==> src/rtl/wallace_pkg.sv <==
// Shared types and defaults for the multiply datapath final adder.
package wallace_pkg;

  localparam int unsigned WIDTH = 32;

  typedef enum logic [1:0] {
    MUL    = 2'b00,
    MULH   = 2'b01,
    MULHSU = 2'b10,
    MULHU  = 2'b11
  } mul_op_t;

endpackage : wallace_pkg

==> src/rtl/wallace_cpa_half.sv <==
// Combinational width-bit carry-propagate adder with carry in and carry out.
module wallace_cpa_half #(
  parameter int unsigned width = 32
) (
  input  logic [width-1:0] a,
  input  logic [width-1:0] b,
  input  logic             cin,
  output logic [width-1:0] sum,
  output logic             cout
);

  // Widen by one bit so the carry out falls into the MSB.
  always_comb begin
    {cout, sum} = (width+1)'(a) + (width+1)'(b) + (width+1)'(cin);
  end

endmodule : wallace_cpa_half

==> src/rtl/wallace_final_adder.sv <==
// Two-stage final carry-propagate add of the Wallace tree rows with product
// half select and valid/ready handshakes on both sides.
module wallace_final_adder
  import wallace_pkg::*;
#(
  parameter int unsigned width = WIDTH
) (
  input  logic               clk,
  input  logic               rst,
  input  logic               flush,
  input  logic               in_valid,
  output logic               in_ready,
  input  logic [2*width-1:0] row_a,
  input  logic [2*width-1:0] row_b,
  input  logic [1:0]         op,
  output logic               out_valid,
  input  logic               out_ready,
  output logic [width-1:0]   result
);

  // S1 registers
  logic [width-1:0] lo_sum_q,   lo_sum_d;
  logic             lo_carry_q, lo_carry_d;
  logic [width-1:0] hi_a_q,     hi_a_d;
  logic [width-1:0] hi_b_q,     hi_b_d;
  mul_op_t          op_q,       op_d;
  logic             s1_valid_q, s1_valid_d;

  // S2 registers
  logic [width-1:0] result_q,   result_d;
  logic             s2_valid_q, s2_valid_d;

  logic [width-1:0] lo_sum_c;
  logic             lo_carry_c;
  logic [width-1:0] hi_sum_c;
  logic             hi_cout_unused;
  logic             s2_load;
  logic             accept;

  // Low half add straight from the incoming rows.
  wallace_cpa_half #(.width(width)) u_cpa_lo (
    .a    (row_a[width-1:0]),
    .b    (row_b[width-1:0]),
    .cin  (1'b0),
    .sum  (lo_sum_c),
    .cout (lo_carry_c)
  );

  // High half add from the S1 registers; carry out of the full sum is dropped.
  wallace_cpa_half #(.width(width)) u_cpa_hi (
    .a    (hi_a_q),
    .b    (hi_b_q),
    .cin  (lo_carry_q),
    .sum  (hi_sum_c),
    .cout (hi_cout_unused)
  );

  // Handshake, next-state and data-path selection.
  always_comb begin
    lo_sum_d   = lo_sum_q;
    lo_carry_d = lo_carry_q;
    hi_a_d     = hi_a_q;
    hi_b_d     = hi_b_q;
    op_d       = op_q;
    s1_valid_d = s1_valid_q;
    result_d   = result_q;
    s2_valid_d = s2_valid_q;

    s2_load  = s1_valid_q && (!s2_valid_q || out_ready);
    in_ready = !flush && (!s1_valid_q || s2_load);
    accept   = in_valid && in_ready;

    // S2: load the selected half, or empty after a downstream handshake.
    if (s2_load) begin
      result_d   = (op_q == MUL) ? lo_sum_q : hi_sum_c;
      s2_valid_d = 1'b1;
    end else if (out_ready) begin
      s2_valid_d = 1'b0;
    end

    // S1: capture a new transaction, or empty when it moved into S2.
    if (accept) begin
      lo_sum_d   = lo_sum_c;
      lo_carry_d = lo_carry_c;
      hi_a_d     = row_a[2*width-1:width];
      hi_b_d     = row_b[2*width-1:width];
      op_d       = mul_op_t'(op);
      s1_valid_d = 1'b1;
    end else if (s2_load) begin
      s1_valid_d = 1'b0;
    end

    // Flush kills both stages; in_ready already blocked any accept.
    if (flush) begin
      s1_valid_d = 1'b0;
      s2_valid_d = 1'b0;
    end
  end

  // Pipeline registers with asynchronous reset.
  always_ff @(posedge clk or posedge rst) begin
    if (rst) begin
      lo_sum_q   <= '0;
      lo_carry_q <= 1'b0;
      hi_a_q     <= '0;
      hi_b_q     <= '0;
      op_q       <= MUL;
      s1_valid_q <= 1'b0;
      result_q   <= '0;
      s2_valid_q <= 1'b0;
    end else begin
      lo_sum_q   <= lo_sum_d;
      lo_carry_q <= lo_carry_d;
      hi_a_q     <= hi_a_d;
      hi_b_q     <= hi_b_d;
      op_q       <= op_d;
      s1_valid_q <= s1_valid_d;
      result_q   <= result_d;
      s2_valid_q <= s2_valid_d;
    end
  end

  assign out_valid = s2_valid_q;
  assign result    = result_q;

endmodule : wallace_final_adder

==> config.mk <==
export PLATFORM = sky130hd
export DESIGN_NAME = wallace_final_adder
export DESIGN_NICKNAME = d
export VERILOG_FILES = /design/src/rtl/wallace_pkg.sv /design/src/rtl/wallace_cpa_half.sv /design/src/rtl/wallace_final_adder.sv
export SDC_FILE = /design/constraint.sdc
export NUM_CORES = 1
export LEC_CHECK = 0
export BUFFER_PORTS_ARGS = -buffer_cell sky130_fd_sc_hd__buf_2
export CELL_PAD_IN_SITES_DETAIL_PLACEMENT = 1
export CELL_PAD_IN_SITES_GLOBAL_PLACEMENT = 2
export CORE_UTILIZATION = 33
export CTS_BUF_LIST = sky130_fd_sc_hd__clkbuf_4 sky130_fd_sc_hd__clkbuf_8 sky130_fd_sc_hd__clkbuf_16
export DETAILED_ROUTE_END_ITERATION = 8
export GPL_ROUTABILITY_DRIVEN = 0
export GPL_TIMING_DRIVEN = 0
export PLACE_DENSITY_LB_ADDON = 0.1
export SYNTH_ARGS = -nofsm -noshare
export SYNTH_HDL_FRONTEND = slang
export SYNTH_SLANG_ARGS = --single-unit
==> constraint.sdc <==
create_clock -name clk -period 6 [get_ports clk]
set_input_delay 0.9 -clock clk [delete_from_list [all_inputs] [get_ports clk]]
set_output_delay 0.9 -clock clk [all_outputs]
set_load 0.005 [all_outputs]
==> impl_summary.txt <==
----------------------------------------------------
[Outcome]
  Outcome ... completed

[Critical path]
  Cell type group with the largest total delay on the critical path ... compound AO/OA/AOI/OAI gates
  Crit path max-delay cell type ... sky130_fd_sc_hd__fa_1
  Count of cells along the worst register-to-register path ... 10
  Kind of critical path ... reg -> reg
  Crit path cell chain ... fa_1 -> fa_1 -> a21oi_1 -> o211ai_1 -> a22oi_1 -> o211ai_2 -> a31o_2 -> a311oi_2 -> mux2i_1 -> nand3_1
  Critical path buffers and inverters ... 0
  Most prevalent standard cell on the critical path ... sky130_fd_sc_hd__fa_1
  Slowest Stage Delay on Critical Path ... 0.52 ns
  Maximum net fanout on the critical path ... 4
  Worst Setup End Kind ... flip-flop
  Reg-to-Reg End ... result[30]$_DFFE_PP0P_
  Worst reg2reg setup slack ... 2.57 ns
  Category of the worst setup path launch point ... flip-flop
  WP data required ... 6.31 ns
  Crit Reg-Reg Startpoint ... lo_carry_q$_DFFE_PP0P_
  Arrival time of the worst setup path ... 3.74 ns

[Clock tree]
  Clock Pin Slew Worst Setup and Hold Paths ... 0.07 ns
  Clock buffer count from CTS ... 17
  CTS hold repair buffers ... 0
  Worst skew pair latency ... 0.43 ns
  Post-CTS Setup Inserts ... 0
  H-tree lvl count ... 4
  Clock tree root buffer cell ... sky130_fd_sc_hd__clkbuf_16
  # clock sinks ... 133
  CTS tree ... yes
  Post-cts sizing count ... 0
  Buffers from clock root to sink, at most ... 2

[Finish]
  Cell Count, Final, Fillers Out ... ~1600
  Post-layout util ... 41.2%
  Final instance area ... 0.0104 mm2
  Count of filler cells inserted in the layout ... 3090
  Total area of multi-input combinational cells ... 0.00495 mm2
  Diodes inserted ... 0
  Share of cells above drive strength 1 ... 18.7%
  Net count of the finished layout ... 1416
  Layout overhead on the synthesized area ... 22.2%
  Sequential standard cell area ... 0.00333 mm2

[Routing]
  Detail-routed via count per cell ... about 5.0
  Starting DRT DRC Count ... approximately 320
  DR pass1 iterations ... 4
  Post-route DRC violation count ... 0
  Final routed wirelength across all metal layers ... between 20000 and 30000 um
  Number of vias after detailed routing ... 7816
  Routed wirelength normalized by instance count ... 16.8 um
  ANT nets after route ... 0

[Logic synthesis]
  Average instance area after synthesis ... 8.29 um2
  Area leader, netlist ... sky130_fd_sc_hd__dfrtp_1
  Netlist area before placement ... 0.00852 mm2
  Share of flip-flops with an asynchronous set or reset ... 100%
  Number of enable-type register cells in the synthesized netlist ... 0
  Count of yosys warnings during synthesis ... 0
  Net count of the mapped netlist ... 1228
  Number of distinct library cells after synthesis ... 68
  Register bit total from synthesis ... 133
  Predominant post-synthesis flop cell ... sky130_fd_sc_hd__dfrtp_1
  Portion of the post-synthesis area used by sequential elements ... 39.1%
  Synth Instances ... 1028
  Main area contributors after synthesis ... sky130_fd_sc_hd__dfrtp_1 39%, sky130_fd_sc_hd__nand2_1 13%, sky130_fd_sc_hd__ha_1 9.1%, sky130_fd_sc_hd__a21oi_1 4.7%, sky130_fd_sc_hd__o21ai_0 3.5%
  Yosys top cell area share ... about two fifths

[STA]
  Largest clock skew in the final design ... 0.00951 ns
  Final slew viol count ... 0
  Period minus WS final ... 3.43 ns
  Final Worst Setup Slack ... 2.57 ns
  Final setup fails ... 0
  Final worst hold slack ... 0.480 ns
  Timing-limited maximum frequency ... 0.292 GHz
  Slew at the pin with the worst max-slew slack ... 0.959 ns
  Final Cycle Share ... 57.1%
  Setup repair after global routing missed its margin ... false
  Final hold vios ... 0
  Headroom to the max-slew limit ... 36.1%

[Worst hold path]
  Worst Min Path Start ... result[2]$_DFFE_PP0P_
  Path type of the worst min-delay path ... reg -> reg
  Worst Hold Depth ... 2
  Capture endpoint of the worst hold path ... result[2]$_DFFE_PP0P_

[Die]
  Effective utilization at floorplan ... 33.7%
  Row count ... 58
  Die width ... 163 um
  Die Outline Area ... 0.0265 mm2
  I/O pins ... around 170
  Core footprint ... 0.0253 mm2
  Die height ... 163 um

[Placed design]
  Placed wire-length estimate ... 20800 um
  Placement Setup Slack ... 2.56 ns
  Placed inst area ... 0.00980 mm2
  Cell count after placement ... 1527
  Quantity of I/O buffers inserted on ports ... 168

[Power]
  P_sw ... 1.19 mW
  Fraction of power consumed by combinational cells ... a little under a third
  Lkg Pwr ... 5.17 nW
  Proportion of total power due to net switching ... 35.7%
  Internal power ... 2.14 mW
  Cell Pwr Density ... 320 mW/mm2
  Peak VDD IR ... around 0.19 mV
  Sequential power share ... 36.1%
  Clock network fraction of design power ... 32.3%

[Global route]
  All-layer global routing usage ... a little over a fifth
  First-pass GRT wire length ... 43000 um
  Number of global-route vias before repair ... 8083
  Largest net degree at the start of global routing ... 69
  Leftover overflow at the end of global routing ... 0
  Antenna violations before repair ... 0

[Flow run]
  Number of max-cap violations ... 0

----------------------------------------------------
-- area by class of cell --
| class | instances | area share (%) |
|---|---|---|
| flip-flops and latches | 133 | 32.0 |
| repair buffers | 169 | 8.34 |
| clock buffers | 18 | 4.22 |
| clock inverters | 14 | 1.59 |
| plain buffers | 45 | 1.73 |
| multi-input cells | 833 | 47.5 |
| well taps | 330 | 3.97 |
| inverters | 17 | 0.661 |
-- registers in the layout (all words and copies together), names as in the netlist --
register	count
op_q	2
hi_b_q	32
s1_valid_q	1
lo_carry_q	1
hi_a_q	32
lo_sum_q	32
out_valid	1
result	32
-- power groups by stage --
stage	registers, mW	clock network (mW)	logic, mW
3_3_place_gp	1.22	0	1.04
5_1_grt	1.22	1.14	1.20
2_1_floorplan	1.18	0	0.701
6_report	1.20	1.08	1.05
3_5_place_dp	1.22	0	1.06
4_1_cts	1.21	1.10	1.07
-- through the flow --
step           TNS [ns]  power [mW]
6_report              0        3.33
5_1_grt               0        3.56
4_1_cts               0        3.38
3_5_place_dp          0        2.28
3_3_place_gp     -45.51        2.26
2_1_floorplan         0        1.88
-- cell usage in the layout, fill, tap and decap left out, types with 4 or more instances in the layout --
cell                        count
sky130_fd_sc_hd__nand2b_1       4
sky130_fd_sc_hd__and2_1         8
sky130_fd_sc_hd__o211ai_1       6
sky130_fd_sc_hd__dfrtp_1      133
sky130_fd_sc_hd__xnor2_1       23
sky130_fd_sc_hd__o21ai_1        9
sky130_fd_sc_hd__xor2_1        24
sky130_fd_sc_hd__nand2_1      303
sky130_fd_sc_hd__inv_6          7
sky130_fd_sc_hd__o21ai_0       60
sky130_fd_sc_hd__a31oi_1       17
sky130_fd_sc_hd__nand4_1       12
sky130_fd_sc_hd__and3_1        13
sky130_fd_sc_hd__a21o_1        28
sky130_fd_sc_hd__clkbuf_1      37
sky130_fd_sc_hd__o21a_1         6
sky130_fd_sc_hd__clkbuf_16     17
sky130_fd_sc_hd__a211o_1        4
sky130_fd_sc_hd__buf_2        171
sky130_fd_sc_hd__a21oi_1       80
sky130_fd_sc_hd__a211oi_1       9
sky130_fd_sc_hd__buf_1          4
sky130_fd_sc_hd__o21bai_1       8
sky130_fd_sc_hd__inv_1         16
sky130_fd_sc_hd__nand3_1       21
sky130_fd_sc_hd__nor2b_1        6
sky130_fd_sc_hd__nor2_1        49
sky130_fd_sc_hd__nor3_1        10
sky130_fd_sc_hd__ha_1          62
sky130_fd_sc_hd__or3_1          5
-- cells in the mapped netlist, types with 3 or more instances --
cell type,number
sky130_fd_sc_hd__a211o_1,4
sky130_fd_sc_hd__a211oi_1,9
sky130_fd_sc_hd__a21boi_0,3
sky130_fd_sc_hd__a21o_1,28
sky130_fd_sc_hd__a21oi_1,80
sky130_fd_sc_hd__a31o_2,3
sky130_fd_sc_hd__a31oi_1,17
sky130_fd_sc_hd__and2_1,8
sky130_fd_sc_hd__and3_1,13
sky130_fd_sc_hd__buf_1,4
sky130_fd_sc_hd__buf_2,3
sky130_fd_sc_hd__clkbuf_1,37
sky130_fd_sc_hd__dfrtp_1,133
sky130_fd_sc_hd__fa_1,3
sky130_fd_sc_hd__ha_1,62
sky130_fd_sc_hd__inv_1,17
sky130_fd_sc_hd__mux2i_1,3
sky130_fd_sc_hd__nand2_1,303
sky130_fd_sc_hd__nand2b_1,4
sky130_fd_sc_hd__nand3_1,21
sky130_fd_sc_hd__nand3b_1,3
sky130_fd_sc_hd__nand4_1,12
sky130_fd_sc_hd__nor2_1,49
sky130_fd_sc_hd__nor2b_1,6
sky130_fd_sc_hd__nor3_1,10
sky130_fd_sc_hd__o2111ai_1,3
sky130_fd_sc_hd__o211ai_1,6
sky130_fd_sc_hd__o21a_1,6
sky130_fd_sc_hd__o21ai_0,60
sky130_fd_sc_hd__o21ai_1,9
sky130_fd_sc_hd__o21bai_1,8
sky130_fd_sc_hd__or2_2,3
sky130_fd_sc_hd__or3_1,5
sky130_fd_sc_hd__xnor2_1,23
sky130_fd_sc_hd__xor2_1,24
-- metal layers --
layer / part of all wire, % / global-route usage (%) / vias to the layer above
met5: 0 / 0 / -
met4: 1.5 / 6.12 / 0
li1: - / - / 3954
met3: 3.0 / 3.06 / 23
met2: 47 / 34.3 / 136
met1: 48 / 28.4 / 3703
-- worst max path at each step --
stage / from / end / slack (ns) / depth (start not counted)
after floorplan: rst / hi_a_q[0]$_DFFE_PP0P_ / 1.55 / 1
after global placement: rst / out_valid$_DFFE_PP0P_ / -0.36 / 2
after detailed placement: row_a[0] / lo_sum_q[28]$_DFFE_PP0P_ / 2.56 / 11
after CTS: lo_carry_q$_DFFE_PP0P_ / result[30]$_DFFE_PP0P_ / 2.54 / 10
after global routing: lo_carry_q$_DFFE_PP0P_ / result[30]$_DFFE_PP0P_ / 2.41 / 10
final: lo_carry_q$_DFFE_PP0P_ / result[30]$_DFFE_PP0P_ / 2.57 / 10
-- cell families (layout without fill, tap and decap cells) --
logic type      Yosys count  count (layout)  synth area share (%)
xor+xnor                 47              47                  4.83
fa+ha+maj                65              65                  9.81
mux                       3               3                 0.353
flops                   133             133                  39.1
buf+inv                  62             263                  2.86
compound gates          273             273                  21.0
simple gates            445             445                  22.1
-- tightest hold or removal path, stage by stage (launching register included) --
cell	delay, ns
sky130_fd_sc_hd__dfrtp_1	0.34
sky130_fd_sc_hd__nand2_1	0.05
sky130_fd_sc_hd__o21ai_0	0.06
(Power assumes the default switching activity.)
